==> src/rtl/sid_player_pkg.sv <==
// ---------------------------------------------------------------------------
// sid_player_pkg : shared types and widths for the SID register player
// Rev 1.0
// ---------------------------------------------------------------------------
`default_nettype none

package sid_player_pkg;

  localparam int DELAY_W = 16;
  localparam int ADDR_W  = 5;
  localparam int DATA_W  = 8;

  typedef enum logic [1:0] {
    IDLE  = 2'd0,
    WAIT  = 2'd1,
    WRITE = 2'd2
  } state_t;

  typedef struct packed {
    logic [DELAY_W-1:0] delay;
    logic [ADDR_W-1:0]  addr;
    logic [DATA_W-1:0]  data;
  } cmd_t;

endpackage

`default_nettype wire

==> src/rtl/sid_player_fifo.sv <==
// ---------------------------------------------------------------------------
// sid_player_fifo : synchronous command FIFO with a registered head entry
// Rev 1.0
// ---------------------------------------------------------------------------
`default_nettype none

module sid_player_fifo
  import sid_player_pkg::*;
#(
  parameter int DEPTH = 16,
  parameter int LVL_W = $clog2(DEPTH) + 1
) (
  input  logic             clk,
  input  logic             reset,
  input  logic             flush,
  input  logic             push,
  input  cmd_t             push_data,
  input  logic             pop,
  output cmd_t             head,
  output logic [LVL_W-1:0] level
);

  localparam int PTR_W = $clog2(DEPTH);

  cmd_t             r_mem [DEPTH];
  logic [PTR_W-1:0] r_wr_ptr;
  logic [PTR_W-1:0] r_rd_ptr;
  logic [PTR_W-1:0] w_rd_nxt;

  assign w_rd_nxt = pop ? r_rd_ptr + PTR_W'(1) : r_rd_ptr;

  always_ff @(posedge clk) begin
    if (push) r_mem[r_wr_ptr] <= push_data;
  end

  always_ff @(posedge clk or posedge reset) begin
    if (reset) begin
      r_wr_ptr <= '0;
      r_rd_ptr <= '0;
      level    <= '0;
      head     <= '0;
    end else if (flush) begin
      r_wr_ptr <= '0;
      r_rd_ptr <= '0;
      level    <= '0;
    end else begin
      if (push) r_wr_ptr <= r_wr_ptr + PTR_W'(1);
      r_rd_ptr <= w_rd_nxt;
      case ({push, pop})
        2'b10:   level <= level + LVL_W'(1);
        2'b01:   level <= level - LVL_W'(1);
        default: level <= level;
      endcase
      // Bypass covers the entry being written into the slot that becomes head.
      if (push && (r_wr_ptr == w_rd_nxt)) head <= push_data;
      else                                head <= r_mem[w_rd_nxt];
    end
  end

endmodule

`default_nettype wire

==> src/rtl/sid_reg_player.sv <==
// ---------------------------------------------------------------------------
// sid_reg_player : timed SID register-write player fed from a command FIFO
// Optional statistics ports enabled by macro SID_REG_PLAYER_STATS_EN. Rev 1.0
// ---------------------------------------------------------------------------
`default_nettype none

module sid_reg_player
  import sid_player_pkg::*;
#(
  parameter int FIFO_DEPTH = 16
) (
  input  logic                          clk,
  input  logic                          reset,
  input  logic                          ce_1m,
  input  logic                          flush,
  input  logic                          in_valid,
  output logic                          in_ready,
  input  logic [DELAY_W-1:0]            in_delay,
  input  logic [ADDR_W-1:0]             in_addr,
  input  logic [DATA_W-1:0]             in_data,
  output logic                          sid_we,
  output logic [ADDR_W-1:0]             sid_addr,
  output logic [DATA_W-1:0]             sid_data,
  output logic [$clog2(FIFO_DEPTH):0]   level,
`ifdef SID_REG_PLAYER_STATS_EN
  output logic [15:0]                   underrun_cnt,
  output logic [15:0]                   write_cnt,
`endif
  output logic                          busy
);

  localparam int LVL_W = $clog2(FIFO_DEPTH) + 1;

  cmd_t               w_head;
  cmd_t               w_in_cmd;
  logic               w_push;
  logic               w_pop;
  state_t             r_state;
  logic [DELAY_W-1:0] r_cnt;
  logic [ADDR_W-1:0]  r_addr;
  logic [DATA_W-1:0]  r_data;

  assign w_in_cmd = '{delay: in_delay, addr: in_addr, data: in_data};
  assign in_ready = (level != LVL_W'(FIFO_DEPTH));
  assign w_push   = in_valid & in_ready & ~flush;
  assign w_pop    = (r_state == IDLE) & (level != '0) & ~flush;
  assign busy     = (r_state != IDLE) | (level != '0);

  sid_player_fifo #(
    .DEPTH (FIFO_DEPTH),
    .LVL_W (LVL_W)
  ) u_fifo (
    .clk       (clk),
    .reset     (reset),
    .flush     (flush),
    .push      (w_push),
    .push_data (w_in_cmd),
    .pop       (w_pop),
    .head      (w_head),
    .level     (level)
  );

  always_ff @(posedge clk or posedge reset) begin
    if (reset) begin
      r_state  <= IDLE;
      r_cnt    <= '0;
      r_addr   <= '0;
      r_data   <= '0;
      sid_we   <= 1'b0;
      sid_addr <= '0;
      sid_data <= '0;
    end else begin
      sid_we <= 1'b0;
      if (flush) begin
        r_state <= IDLE;
        r_cnt   <= '0;
      end else begin
        case (r_state)
          IDLE: begin
            if (level != '0) begin
              r_state <= WAIT;
              r_cnt   <= w_head.delay;
              r_addr  <= w_head.addr;
              r_data  <= w_head.data;
            end
          end
          WAIT: begin
            if (r_cnt == '0)  r_state <= WRITE;
            else if (ce_1m)   r_cnt   <= r_cnt - DELAY_W'(1);
          end
          WRITE: begin
            sid_we   <= 1'b1;
            sid_addr <= r_addr;
            sid_data <= r_data;
            r_state  <= IDLE;
          end
          default: r_state <= IDLE;
        endcase
      end
    end
  end

`ifdef SID_REG_PLAYER_STATS_EN
  logic r_armed;

  // Underruns only count once playback has produced at least one write.
  always_ff @(posedge clk or posedge reset) begin
    if (reset) begin
      r_armed      <= 1'b0;
      underrun_cnt <= '0;
      write_cnt    <= '0;
    end else if (flush) begin
      r_armed      <= 1'b0;
      underrun_cnt <= '0;
      write_cnt    <= '0;
    end else begin
      if (r_state == WRITE) begin
        r_armed   <= 1'b1;
        write_cnt <= write_cnt + 16'd1;
      end
      if (r_armed && ce_1m && (r_state == IDLE) && (level == '0) &&
          (underrun_cnt != 16'hFFFF))
        underrun_cnt <= underrun_cnt + 16'd1;
    end
  end
`endif

endmodule

`default_nettype wire

==> config.mk <==
export PLATFORM = sky130hd
export DESIGN_NAME = sid_reg_player
export DESIGN_NICKNAME = d
export VERILOG_FILES = /design/src/rtl/sid_player_pkg.sv /design/src/rtl/sid_player_fifo.sv /design/src/rtl/sid_reg_player.sv
export SDC_FILE = /design/constraint.sdc
export NUM_CORES = 1
export LEC_CHECK = 0
export CAP_MARGIN = 30
export CORE_ASPECT_RATIO = 1.2
export CORE_UTILIZATION = 40
export CTS_BUF_LIST = sky130_fd_sc_hd__clkbuf_16
export DETAILED_ROUTE_END_ITERATION = 8
export PLACE_DENSITY_LB_ADDON = 0.15
export REMOVE_ABC_BUFFERS = 1
export SETUP_SLACK_MARGIN = 0.2
export SKIP_CTS_REPAIR_TIMING = 1
export SLEW_MARGIN = 20
export SYNTH_ARGS = -nofsm -noshare
export SYNTH_HDL_FRONTEND = slang
export SYNTH_SLANG_ARGS = --single-unit
==> constraint.sdc <==
create_clock -name clk -period 6.5 [get_ports clk]
set_clock_uncertainty 0.15 [all_clocks]
set_input_delay 0.975 -clock clk [delete_from_list [all_inputs] [get_ports clk]]
set_output_delay 0.975 -clock clk [all_outputs]
set_load 0.01 [all_outputs]
# Yosys cells after proc, flatten, opt, wreduce, memory -nomap -nowiden
# Memory sizes are Yosys's and may differ from the RTL's. A register that Yosys moved wholly into a read port is not among the register bits.
# Cells that the tools add are included.
# totals
register_bits	58
ramBits	464
input_bits	34
elab_cells	62
n_memories	1
# mem_list
memory	words	word_bits	read_ports	rd_ports_with_merged_regs	write_ports	line	source
u_fifo.r_mem	16	29	1	1	1	sid_player_fifo.sv:25	cmd_t r_mem [DEPTH];
# op_classes
addsub	5
eq_ne	9
n_mux	19
bitwise	6
n_reduce_logical	12
# ops
op	n
$mux W16	4
$pmux W16 S2	1
$logic_not A16 Y1	1
$mux W4	4
$sub A16 B1 Y16 const B	1
$pmux W5 S2	1
$ne A3 B3 Y1 const B	3
$add A4 B1 Y4 const B	2
$mux W2	3
$reduce_bool A3 Y1	2
$add A5 B1 Y5 const B	1
$mux W5	1
$ne A5 B5 Y1 const B	1
$reduce_bool A5 Y1	1
$sub A5 B1 Y5 const B	1
$and A1 B1 Y1	4
$eq A2 B1 Y1 const B	2
$eq A2 B2 Y1 const B	2
$mux W1	4
$pmux W2 S2	1
$reduce_and A2 Y1	2
$reduce_and A4 Y1	1
$reduce_bool A2 Y1	2
$ne A3 B2 Y1 const B	1
other kinds (5)	5

# Longest topological paths before layout
# depth
ltp_word	6
depth_mapped	12

# By module
# From an unflattened synthesis, not the netlist that was laid out.
# hier_totals
cells_unflattened	1868
hier_area_um2	26380.3
# by_module_without_submodules
module	n_inst	cells_per_inst	area_per_inst_um2	seq_area_each_um2
sid_player_fifo	1	1657	24144.4	14984.4
sid_reg_player	1	211	2235.9	1126.1

# Worst setup path after synthesis
# OpenSTA, ideal clock, no wires.
# synth_path
kind	input to register
start	input port in_valid
end	memory u_fifo.r_mem[8][0] (netlist bit) (enable)
setup_ns	0.498
arrival_ns	4.781
t_required_ns	5.852
path_slack_ns	1.070
path_stages	4
path_buffers	0
cell_sequence	inv_1 a21oi_1 nand2_1 nor4b_1
# synth_between
elab_chain_cells	4
# synth_lines
item	line	source
from (decl)	sid_reg_player.sv:16	input logic in_valid,
$and A1 B1 Y1 (2 in a row)	sid_reg_player.sv:45	assign w_push = in_valid & in_ready & ~flush;
$mux W1	sid_player_fifo.sv:33	if (push) r_mem[r_wr_ptr] <= push_data;
$mux W1 (implied by the code)	sid_player_fifo.sv:33	
to (decl)	sid_player_fifo.sv:25	
# Every way passes these cells.

# Worst setup path after layout
# layout_path
start	register u_fifo.level[1]
end	register u_fifo.head[23] (netlist name)
# layout_between
elab_chain_cells	4
# layout_lines
item	line	source
from (decl)	sid_player_fifo.sv:20	output logic [LVL_W-1:0] level
from (signal assigned)	sid_player_fifo.sv:50	2'b10: level <= level + LVL_W'(1);
from (signal assigned)	sid_player_fifo.sv:51	2'b01: level <= level - LVL_W'(1);
from (signal assigned)	sid_player_fifo.sv:52	default: level <= level;
$reduce_bool A5 Y1	sid_reg_player.sv:46	assign w_pop = (r_state == IDLE) & (level != '0) & ~flush;
$and A1 B1 Y1 (2 in a row)	sid_reg_player.sv:46	
$mux W4	sid_player_fifo.sv:30	assign w_rd_nxt = pop ? r_rd_ptr + PTR_W'(1) : r_rd_ptr;
# Every way passes these cells.
# A chain may end at the register's enable or synchronous reset.

==> summary.txt <==
Floorplanning
  • I/O pin count: 55
  • DIE HEIGHT: 268.1 µm
  • Core area: approximately 58000 µm²
  • Chip width: 223.7 µm
  • Die area: 59980 µm²
  • Rows: 97
  • Initial Utilization: 0.4043

Synthesis
  • Sequential cell area fraction in the yosys report: 0.6826
  • Synth Register Bits: 551
  • Xor and xnor area share after synthesis: 0.007634
  • Post-Syn Area: ~24000 µm²
  • Largest family of logic cells by synthesized area: multiplexers
  • Commonest cells in the netlist: edfxtp_1, mux2i_1, nand2_1
  • Synth Area in Adders: 0.004771
  • Top-count cell post-synth: edfxtp_1
  • Yosys warning total: 0
  • Mux contribution to synthesized area: 0.1289
  • Area share of the largest cell type after synthesis: 0.5904
  • Avg Inst Size Synth: roughly 15 µm²
  • Cell taking the most area after synthesis: edfxtp_1
  • Post-synth EDFFs: 464
  • Dominant cells by area after synthesis: edfxtp_1, mux2i_1, dfrtp_1
  • Main synth FF type: edfxtp_1
  • Simple-gate share of the synthesized area: 0.05005
  • Synth cell types: 68
  • Syn Inst Count: 1575
  • Asr flop ratio synth: 0.1579
  • Compound-cell area share of the yosys netlist: 0.1052

Final layout
  • Final instance area: 27330 µm²
  • Share of cells above drive strength 1: 0.1274
  • Multi-input logic area: roughly 7200 µm²
  • Final #Nets: 1683
  • Fin cells: ~2500
  • Register area: 16120 µm²
  • # fillers: 5057
  • Ant diodes: 0
  • Area grow syn2layout: 15.78%

Clock tree
  • Clock buffer depth: 3
  • Clock sink count: around 550
  • TritonCTS Buffers: 56
  • Clk root buf: clkbuf_16
  • Number of H-tree levels: 2
  • Worst-Skew Late Latency: 0.61 ns
  • CTS tree: yes
  • Clock transition at the registers of the reported paths: 0.06 ns

Pwr
  • Logic gate share of total power: 0.336
  • Net Switching: 0.003907 W
  • Pwr Total: 0.01158 W
  • Internal: 0.007675 W
  • Pleak: 9.556 nW
  • Sw Ratio: 0.3373
  • Pwr Density: 423.8 nW/µm²
  • Clock network power share: 0.286
  • Worst vdd ir: 0.3503 mV
  • Power share of the sequential group: 0.379

Route
  • Routed wire length: ~63 mm
  • DR vias: 14190
  • Pre-Repair DR Iteration Count: 5
  • DRC viols: 0
  • Post-DRT Antenna Nets: 0
  • Vias/cell: 5.721
  • Initial DRC Count: 1107
  • WL/cell: 25.48 µm

Global route
  • GRT Total Usage: 0.2129
  • Number of global-route vias before repair: 14250
  • First-pass GRT wire length: 93.53 mm
  • Pin count of the biggest net entering global routing: 95
  • Grt ovf: 0
  • Antenna violations before repair: 1

Critical path
  • Crit Path Max Fanout: 22
  • Critical path class: reg -> reg
  • CP startpoint kind: flip-flop
  • CP arrival: 5.00 ns
  • Crit. End Element: flip-flop
  • CP required: 6.84 ns

Placement
  • DP HPWL: roughly 38 mm
  • RD Place Congestion: ~0.81
  • Placement Cell Area: 25400 µm²
  • Dpl cells: around 2400
  • Port Buffers: 54

STA
  • Worst Tran Pin Value: 1.009 ns
  • Min Tclk post-route: about 4.7 ns
  • Endpoints failing setup: 0
  • RSZ-0062 raised after global routing: false
  • Max-slew violation count: 0
  • Headroom to the max-slew limit: 0.3255
  • Final period util: 0.7175
  • Fmax: about 0.21 GHz
  • Final-report hold violation count: 0

Job
  • Max Cap Viol: 0

Status
  • Status: complete, no violations

Hold path
  • Worst hold-check path type: reg -> reg
[per-stage QoR]
| step | utilization | setup TNS (ns) | hold WS [ns] | setup WS, ns |
|---|---|---|---|---|
| 6_report | 0.4681 | 0 | 0.3258 | 1.836 |
| 2_1_floorplan | - | -10.42 | 0.2891 | -0.4706 |
| 4_1_cts | 0.4676 | 0 | 0.3286 | 1.880 |
| 3_3_place_gp | 0.4307 | 0 | 0.3061 | 1.564 |
| 3_5_place_dp | 0.4351 | 0 | 0.3102 | 1.538 |
| 5_1_grt | 0.4681 | 0 | 0.3382 | 1.724 |
[power by group through the flow]
stage                     clock [W]  combinational, W  sequential [W]
after global placement            0           0.00381         0.00445
after CTS                   0.00337           0.00389         0.00439
after global routing        0.00349           0.00421         0.00442
final                       0.00331           0.00389         0.00439
after floorplan                   0           0.00280         0.00444
after detailed placement          0           0.00387         0.00446
[state kept, by name, indices dropped and copies added, names as in the netlist]
| signal | cells |
|---|---|
| u_fifo.r_wr_ptr | 4 |
| r_cnt | 16 |
| sid_data | 8 |
| u_fifo.r_mem | 464 |
| u_fifo.r_rd_ptr | 4 |
| r_state | 2 |
| sid_we | 1 |
| sid_addr | 5 |
| r_data | 8 |
| r_addr | 5 |
| u_fifo.head | 29 |
| u_fifo.level | 5 |
[cells in the final DEF, fill, tap and decap left out, types with 11 or more instances in the layout]
cell type and instances:
a21oi_1 46, a221oi_1 40, a22oi_1 11, a31oi_1 36, buf_4 36, clkbuf_16 57
clkdlybuf4s50_1 54, clkinv_1 11, clkinv_2 16, dfrtp_1 85, edfxtp_1 464, inv_1 12
mux2_2 13, mux2i_1 251, mux4_2 17, nand2_1 107, nand3_1 34, nor2_1 43
nor3_1 11, o21ai_0 72, o221ai_1 19, o22a_1 30, o22ai_1 43
[layout make-up]
type | instances | share of cell area
Timing Repair Buffer | 104 | 0.04039
Sequential cell | 551 | 0.5899
Inverter | 11 | 0.001603
Clock buffer | 57 | 0.05220
Clock inverter | 49 | 0.01726
Tap cell | 792 | 0.03627
Multi-Input combinational cell | 916 | 0.2624
[path summary, 6_finish.rpt]
check	startpoint	end	slack, ns	cells past startpoint
min in group asynchronous	reset	u_fifo.r_rd_ptr[3]	0.73	2
max in group asynchronous	reset	u_fifo.r_rd_ptr[1]	4.20	3
setup reg to reg	u_fifo.level[1]	u_fifo.head[23]	1.84	9
setup / recovery	u_fifo.level[1]	u_fifo.head[23]	1.84	9
hold reg to reg	r_data[3]	r_data[3]	0.33	2
hold / removal	r_data[3]	r_data[3]	0.33	2
[logic make-up after synthesis]
family,after synthesis
fa+ha+maj,9
xor+xnor,16
simple gates,254
compound gates,356
flops,551
mux,281
buf+inv,108
[layer usage]
metal  vias to the layer above  wire length, µm  track usage
met5                         -                0            0
met1                      7372            27640       0.2833
li1                       6377                -            -
met4                         0             2215      0.07867
met3                       103             2640      0.02690
met2                       336            30690       0.3579
[worst max-delay path, cell delays in order (launching register included)]
cell and delay (ns):
dfrtp_1 0.49, or4_1 0.79, o211ai_4 0.63, buf_16 0.24
a21oi_1 0.11, o2111ai_4 0.46, buf_4 0.51, and2_1 0.83
o21a_1 0.23, a31oi_1 0.09
Power figures use the tool's default switching activity.
